<file path="src/rtl/uart_stream_arbiter_if.sv">
// Source-side and UART-engine-side signals of the stream arbiter.
// The master modport is the arbiter's view. The slave modport is the
// view of the producers and the byte engine.
interface uart_stream_arbiter_if;
    logic        audio_ready;
    logic [15:0] audio_left;
    logic [15:0] audio_right;
    logic        dbg_valid;
    logic [7:0]  dbg_data;
    logic        dbg_ready;
    logic        tx_dv;
    logic [7:0]  tx_byte;
    logic        tx_done;
    logic        busy;
    logic [7:0]  drop_cnt;

    modport master (
        input  audio_ready, audio_left, audio_right, dbg_valid, dbg_data, tx_done,
        output dbg_ready, tx_dv, tx_byte, busy, drop_cnt
    );

    modport slave (
        output audio_ready, audio_left, audio_right, dbg_valid, dbg_data, tx_done,
        input  dbg_ready, tx_dv, tx_byte, busy, drop_cnt
    );
endinterface

</file>
<file path="src/rtl/uart_stream_arbiter.sv">
// Shares one UART byte engine between an audio sample path and a debug
// byte stream. Each transfer goes out as a header byte followed by its
// payload. Round-robin arbitration happens only between packets.
//
// state | meaning
// IDLE  | no packet in flight; arbitrate and load the header on a grant
// ISSUE | tx_dv high for one cycle with tx_byte stable
// WAIT  | byte on the wire; wait for tx_done, then load the next byte
module uart_stream_arbiter #(
    parameter logic [7:0] AUDIO_HDR = 8'hA5,
    parameter logic [7:0] DBG_HDR   = 8'h5A,
    parameter bit         MONO      = 1'b0
) (
    input  logic                   clk,
    input  logic                   resetn,
    uart_stream_arbiter_if.master  bus
);

    typedef enum logic [1:0] {IDLE, ISSUE, WAIT} state_e;

    state_e      state_q, state_d;
    logic [31:0] pend_q, pend_d;
    logic        aud_pend_q, aud_pend_d;
    logic [7:0]  drop_cnt_q, drop_cnt_d;
    logic        pref_dbg_q, pref_dbg_d;
    logic [31:0] shift_q, shift_d;
    logic [7:0]  tx_byte_q, tx_byte_d;
    logic        tx_dv_q, tx_dv_d;
    logic        busy_q, busy_d;
    logic [2:0]  cnt_q, cnt_d;
    logic        load_q, load_d;
    logic        grant_aud, grant_dbg;

    // Round-robin grant. It is only valid in IDLE. pref_dbg_q records
    // that audio was granted last.
    always_comb begin
        grant_aud = (state_q == IDLE) && aud_pend_q && (!bus.dbg_valid || !pref_dbg_q);
        grant_dbg = (state_q == IDLE) && bus.dbg_valid && (!aud_pend_q || pref_dbg_q);
    end

    assign bus.dbg_ready = grant_dbg;
    assign bus.tx_dv     = tx_dv_q;
    assign bus.tx_byte   = tx_byte_q;
    assign bus.busy      = busy_q;
    assign bus.drop_cnt  = drop_cnt_q;

    // Next-state logic: audio capture, packet sequencing and registered outputs.
    // tx_done only sets load_q. The next byte is loaded one cycle later, so
    // each tx_dv comes two cycles after the tx_done that precedes it.
    always_comb begin
        state_d    = state_q;
        pend_d     = pend_q;
        aud_pend_d = aud_pend_q;
        drop_cnt_d = drop_cnt_q;
        pref_dbg_d = pref_dbg_q;
        shift_d    = shift_q;
        tx_byte_d  = tx_byte_q;
        cnt_d      = cnt_q;
        load_d     = load_q;
        tx_dv_d    = 1'b0;

        if (bus.audio_ready) begin
            pend_d     = {bus.audio_right, bus.audio_left};
            aud_pend_d = 1'b1;
            if (aud_pend_q && !grant_aud && (drop_cnt_q != 8'hFF)) begin
                drop_cnt_d = drop_cnt_q + 8'd1;
            end
        end else if (grant_aud) begin
            aud_pend_d = 1'b0;
        end

        case (state_q)
            IDLE: begin
                if (grant_aud) begin
                    shift_d    = pend_q;
                    tx_byte_d  = AUDIO_HDR;
                    cnt_d      = MONO ? 3'd3 : 3'd5;
                    pref_dbg_d = 1'b1;
                    tx_dv_d    = 1'b1;
                    state_d    = ISSUE;
                end else if (grant_dbg) begin
                    shift_d    = {24'h0, bus.dbg_data};
                    tx_byte_d  = DBG_HDR;
                    cnt_d      = 3'd2;
                    pref_dbg_d = 1'b0;
                    tx_dv_d    = 1'b1;
                    state_d    = ISSUE;
                end
            end
            ISSUE: begin
                state_d = WAIT;
            end
            WAIT: begin
                if (load_q) begin
                    tx_byte_d = shift_q[7:0];
                    shift_d   = {8'h0, shift_q[31:8]};
                    load_d    = 1'b0;
                    tx_dv_d   = 1'b1;
                    state_d   = ISSUE;
                end else if (bus.tx_done) begin
                    cnt_d = cnt_q - 3'd1;
                    if (cnt_q == 3'd1) begin
                        state_d = IDLE;
                    end else begin
                        load_d = 1'b1;
                    end
                end
            end
            default: begin
                state_d = IDLE;
            end
        endcase

        busy_d = (state_d != IDLE);
    end

    // State and output registers. Reset abandons any packet in flight.
    always_ff @(posedge clk or negedge resetn) begin
        if (!resetn) begin
            state_q    <= IDLE;
            pend_q     <= 32'h0;
            aud_pend_q <= 1'b0;
            drop_cnt_q <= 8'h0;
            pref_dbg_q <= 1'b0;
            shift_q    <= 32'h0;
            tx_byte_q  <= 8'h0;
            tx_dv_q    <= 1'b0;
            busy_q     <= 1'b0;
            cnt_q      <= 3'd0;
            load_q     <= 1'b0;
        end else begin
            state_q    <= state_d;
            pend_q     <= pend_d;
            aud_pend_q <= aud_pend_d;
            drop_cnt_q <= drop_cnt_d;
            pref_dbg_q <= pref_dbg_d;
            shift_q    <= shift_d;
            tx_byte_q  <= tx_byte_d;
            tx_dv_q    <= tx_dv_d;
            busy_q     <= busy_d;
            cnt_q      <= cnt_d;
            load_q     <= load_d;
        end
    end

endmodule
</file>
<file path="src/flat_wrapper.sv">
// flat-port wrapper written by rule: the top's interface ports become plain ports
module uart_stream_arbiter_flat 
#(
    parameter logic [7:0] AUDIO_HDR = 8'hA5,
    parameter logic [7:0] DBG_HDR   = 8'h5A,
    parameter bit         MONO      = 1'b0
)
  (clk, resetn, bus_audio_ready, bus_audio_left, bus_audio_right, bus_dbg_valid, bus_dbg_data, bus_tx_done, bus_dbg_ready, bus_tx_dv, bus_tx_byte, bus_busy, bus_drop_cnt);
  uart_stream_arbiter_if bus_i ();
  input  logic clk;
  input  logic resetn;
  input wire logic [$bits(bus_i.audio_ready)-1:0] bus_audio_ready;
  input wire logic [$bits(bus_i.audio_left)-1:0] bus_audio_left;
  input wire logic [$bits(bus_i.audio_right)-1:0] bus_audio_right;
  input wire logic [$bits(bus_i.dbg_valid)-1:0] bus_dbg_valid;
  input wire logic [$bits(bus_i.dbg_data)-1:0] bus_dbg_data;
  input wire logic [$bits(bus_i.tx_done)-1:0] bus_tx_done;
  output wire logic [$bits(bus_i.dbg_ready)-1:0] bus_dbg_ready;
  output wire logic [$bits(bus_i.tx_dv)-1:0] bus_tx_dv;
  output wire logic [$bits(bus_i.tx_byte)-1:0] bus_tx_byte;
  output wire logic [$bits(bus_i.busy)-1:0] bus_busy;
  output wire logic [$bits(bus_i.drop_cnt)-1:0] bus_drop_cnt;
  assign bus_i.audio_ready = bus_audio_ready;
  assign bus_i.audio_left = bus_audio_left;
  assign bus_i.audio_right = bus_audio_right;
  assign bus_i.dbg_valid = bus_dbg_valid;
  assign bus_i.dbg_data = bus_dbg_data;
  assign bus_i.tx_done = bus_tx_done;
  assign bus_dbg_ready = bus_i.dbg_ready;
  assign bus_tx_dv = bus_i.tx_dv;
  assign bus_tx_byte = bus_i.tx_byte;
  assign bus_busy = bus_i.busy;
  assign bus_drop_cnt = bus_i.drop_cnt;
  uart_stream_arbiter #(.AUDIO_HDR(AUDIO_HDR), .DBG_HDR(DBG_HDR), .MONO(MONO)) u_core (.clk(clk), .resetn(resetn), .bus(bus_i));
endmodule
</file>
<file path="config.mk">
export PLATFORM = sky130hd
export DESIGN_NAME = uart_stream_arbiter_flat
export DESIGN_NICKNAME = d
export VERILOG_FILES = /design/src/rtl/uart_stream_arbiter_if.sv /design/src/rtl/uart_stream_arbiter.sv /design/src/flat_wrapper.sv
export SDC_FILE = /design/constraint.sdc
export NUM_CORES = 1
export LEC_CHECK = 0
export CORE_ASPECT_RATIO = 1.25
export CORE_MARGIN = 8
export CORE_UTILIZATION = 48
export DETAILED_ROUTE_END_ITERATION = 8
export GPL_TIMING_DRIVEN = 1
export HOLD_SLACK_MARGIN = 0.03
export PLACE_DENSITY = 0.76
export SLEW_MARGIN = 20
export SYNTH_ARGS = -nofsm -noshare
export SYNTH_HDL_FRONTEND = slang
export SYNTH_SLANG_ARGS = --single-unit
</file>
<file path="constraint.sdc">
create_clock -name clk -period 1.6 [get_ports clk]
set_input_delay 0.24 -clock clk [delete_from_list [all_inputs] [get_ports clk]]
set_output_delay 0.24 -clock clk [all_outputs]
set_load 0.02 [all_outputs]
</file>
==> results.cfg <==
[run_status]
outcome = finished with violations
violations = negative setup slack

[pwr]
combPwrFrac_pct = 44.2
ir_drop_mv = 0.903
power.leakage_nw = 2.28
swShare_pct = 37.5
p_clk_share_pct = 18.5
seq_power_share_pct = 37.3
p_sw_mw = 3.62
power.density_mw_per_mm2 = 1900
power.total_mw = 9.65
p_int_mw = 6.03

[sta]
hold_viol_final = 0
fin_crit_sh_pct = 100
tightest_slew_ns = 0.502
rsz0062_at_grt = yes
finalHoldWorstSlack_ns = 0.393
final_max_slew_viol_count = 0
finalSetupViolations = 1
max_slew_margin_pct = 66.5
fmax_ghz = 0.624
period_minus_slack_ns = 1.60
setup_slack_ns = -0.00212
finClkSkew_ns = 0.0100

[detailed_routing]
drt_iter0_drc = 159
drt_pre_antenna_iters = 4
antenna_left = 0
dr_total_vias = 2781
route.detailed.drc = 0
wl_per_cell_um = 17.2
routed_wl_um = 8640
viasPerCell = 5.54

[global_routing]
antenna_found_initial = 0
grt_pass1_wl_um = 14000
grt_max_degree = 38
grtUsageTotal_pct = 16.2
gr-usage-met1_pct = 19.9
first_global_vias = 2893
overflow = 0
gr-usage-met3_pct = 3.11
grt.busiest_layer = met2
grtUsageMet2_pct = 25.9

[floorplanning]
rows = 36
ios = 64
core_mm2 = 0.00775
fp.dieW_um = 95.7
die_y_um = 116
die_area_mm2 = 0.0111
initial_utilization_pct = 49.2

[placed_design]
dp_slack_ns = -0.303
io_buffers = 63
place.gp.congestion = 0.761
dp_hpwl_um = 5540
place_inst = 477

[setup_path]
path_buf_inv = 2
worstPathCellList = buf_6 > a211oi_4 > buf_6 > nor3_4 > and4_1 > mux2_4
crit_fanout = 3
reg2reg_from = u_core.state_q[0]
r2r_slack_ns = -0.002
r2r_cells = 6
critPathCaptureType = flip-flop
r2r_end = u_core.bus.drop_cnt[6]
cp.arrival_ns = 1.85
cpMostUsedCell = buf_6
cpMaxStageDelayCell = dfrtp_1
critPathTopFamily = flip-flops
start_kind = flip-flop
critPathKind = flip-flop to flip-flop
crit_required_ns = 1.85
critical-path-max-stage-delay_ns = 0.42

[finish]
fin_util_pct = 65.7
drive_gt1_share_pct = 25.6
multi_input_area_mm2 = 0.00150
insertedDiodeCount = 0
nFillCells = 583
seqCellArea_mm2 = 0.00225
stdcell_count = 502
layout_commonest_cell = dfrtp_1
area_growth_pct = 33.4
nets = 450
layout_common_cells = dfrtp_1 (88), clkdlybuf4s50_1 (44), nor2_1 (34)

[yosys]
synth.top_cell.area_share_pct = 59.1
ys_seq_area_share_pct = 59.1
syn-num-nets = 368
syn_avg_cell_area_um2 = 11.9
yosysWarnings = 0
synth_area_leader_cell = dfrtp_1
synthesis.area_mm2 = 0.00381
synthTopCellsByArea = dfrtp_1 (59%), mux2_2 (10%), o21ai_0 (3.8%)
synth_seq_cells = 90
ys_types = 39
synthCells = 320

[flow_run]
drv_cap = 0

[clock_network]
clockRootBuffer = clkbuf_8
htreeDepth = 3
clkTransAtPathRegs_ns = 0.09
cts_buffer_depth = 2
clock-sinks = 90
clk-insertion-delay-late_ns = 0.37
cts_buffers = 9
cts_tree = built

[worst_hold_path]
worstHoldPathType = primary input to async pin
[through the flow]
stage	area, µm²	setup TNS, ns
after global routing	5090	-0.669
final	5090	-0.00212
after CTS	4890	0
after floorplan	3820	0
after global placement	4630	-8.35
after detailed placement	4630	-9.90
[state kept, by name (all words and copies together), names as in the netlist]
signal,flops
u_core.load_q,1
u_core.bus.busy,1
u_core.state_q,2
u_core.shift_q,32
u_core.aud_pend_q,1
u_core.bus.tx_dv,1
u_core.cnt_q,3
u_core.bus.drop_cnt,8
u_core.bus.tx_byte,8
u_core.pref_dbg_q,1
u_core.pend_q,32
[worst max path at each step]
stage / slack [ns] / end / cells after the start / startpoint
global placement: -0.27 / u_core.bus.drop_cnt[6] / 5 / bus_dbg_valid
finish: -0.002 / u_core.bus.drop_cnt[6] / 6 / u_core.state_q[0]
CTS: 0.01 / u_core.bus.drop_cnt[6] / 5 / u_core.bus.drop_cnt[0]
detailed placement: -0.30 / u_core.bus.drop_cnt[6] / 5 / bus_dbg_valid
global route: -0.06 / u_core.shift_q[9] / 7 / u_core.state_q[0]
floorplan: 0.05 / u_core.bus.drop_cnt[6] / 5 / u_core.bus.drop_cnt[0]
[metal layers]
metal / share of wire [%] / vias up
met5: 0 / -
met4: 2.2 / 0
met3: 5.8 / 15
met2: 51 / 81
met1: 41 / 1366
li1: - / 1319
[cells in the mapped netlist]
| master | instances |
|---|---|
| o21a_1 | 1 |
| dfrtp_1 | 90 |
| nor2_1 | 35 |
| xnor2_1 | 4 |
| a221oi_1 | 16 |
| nor4b_1 | 1 |
| buf_2 | 11 |
| nand2b_1 | 3 |
| xor2_1 | 1 |
| clkbuf_1 | 1 |
| and4_1 | 2 |
| and2_4 | 1 |
| a21oi_1 | 8 |
| a22o_1 | 9 |
| nand3_1 | 4 |
| buf_6 | 5 |
| mux2_4 | 1 |
| nand2_1 | 22 |
| a21bo_2 | 1 |
| ha_1 | 3 |
| nor3_1 | 2 |
| o2111ai_1 | 1 |
| nand3b_1 | 2 |
| a41oi_1 | 1 |
| inv_4 | 1 |
| a211oi_4 | 1 |
| o21ai_0 | 29 |
| a21o_1 | 3 |
| buf_4 | 3 |
| nor2b_1 | 2 |
| inv_1 | 5 |
| mux2_2 | 34 |
| o21bai_1 | 2 |
| a21oi_2 | 1 |
| a211oi_1 | 1 |
| o22ai_1 | 8 |
| o211a_1 | 1 |
| a31oi_1 | 1 |
| o21ai_1 | 3 |
[layout make-up]
| type | instances | share of cell area [%] |
|---|---|---|
| Inverter | 6 | 0.541 |
| Clock inverter | 6 | 1.92 |
| Sequential cell | 90 | 44.3 |
| Tap cell | 95 | 2.34 |
| Timing Repair Buffer | 91 | 18.7 |
| Clock buffer | 10 | 2.70 |
| Multi-Input combinational cell | 204 | 29.5 |
[power by group through the flow]
stage | combinational (mW) | sequential [mW] | clock, mW
after floorplan | 2.33 | 3.74 | 0
after global placement | 3.64 | 3.56 | 0
after detailed placement | 3.76 | 3.58 | 0
after CTS | 3.79 | 3.54 | 1.81
after global routing | 4.70 | 3.69 | 1.94
final | 4.27 | 3.60 | 1.79
[kinds of logic (layout without fill, tap and decap cells)]
family	count (synthesis)	in the layout	synth area share [%]
adders and majority gates	3	3	0.984
DFF	90	90	59.1
muxes	35	35	10.4
and+or+nand+nor	74	74	8.53
xor gates and xnor gates	5	5	1.15
buffers and inverters	26	113	4.26
AOI/OAI and AO/OA	87	87	15.6
[timing repair]
| action | CTS | global route |
|---|---|---|
| endpoints found under the hold margin | 34 | 0 |
| resized for setup | 18 | 33 |
| cloned | 0 | 3 |
| hold buffers | 1 | 0 |
| setup endpoints to repair | 13 | 34 |
| pin swaps | 4 | 10 |
| buffers inserted | 4 | 1 |
No activity file was read; power rests on OpenSTA's default activity.
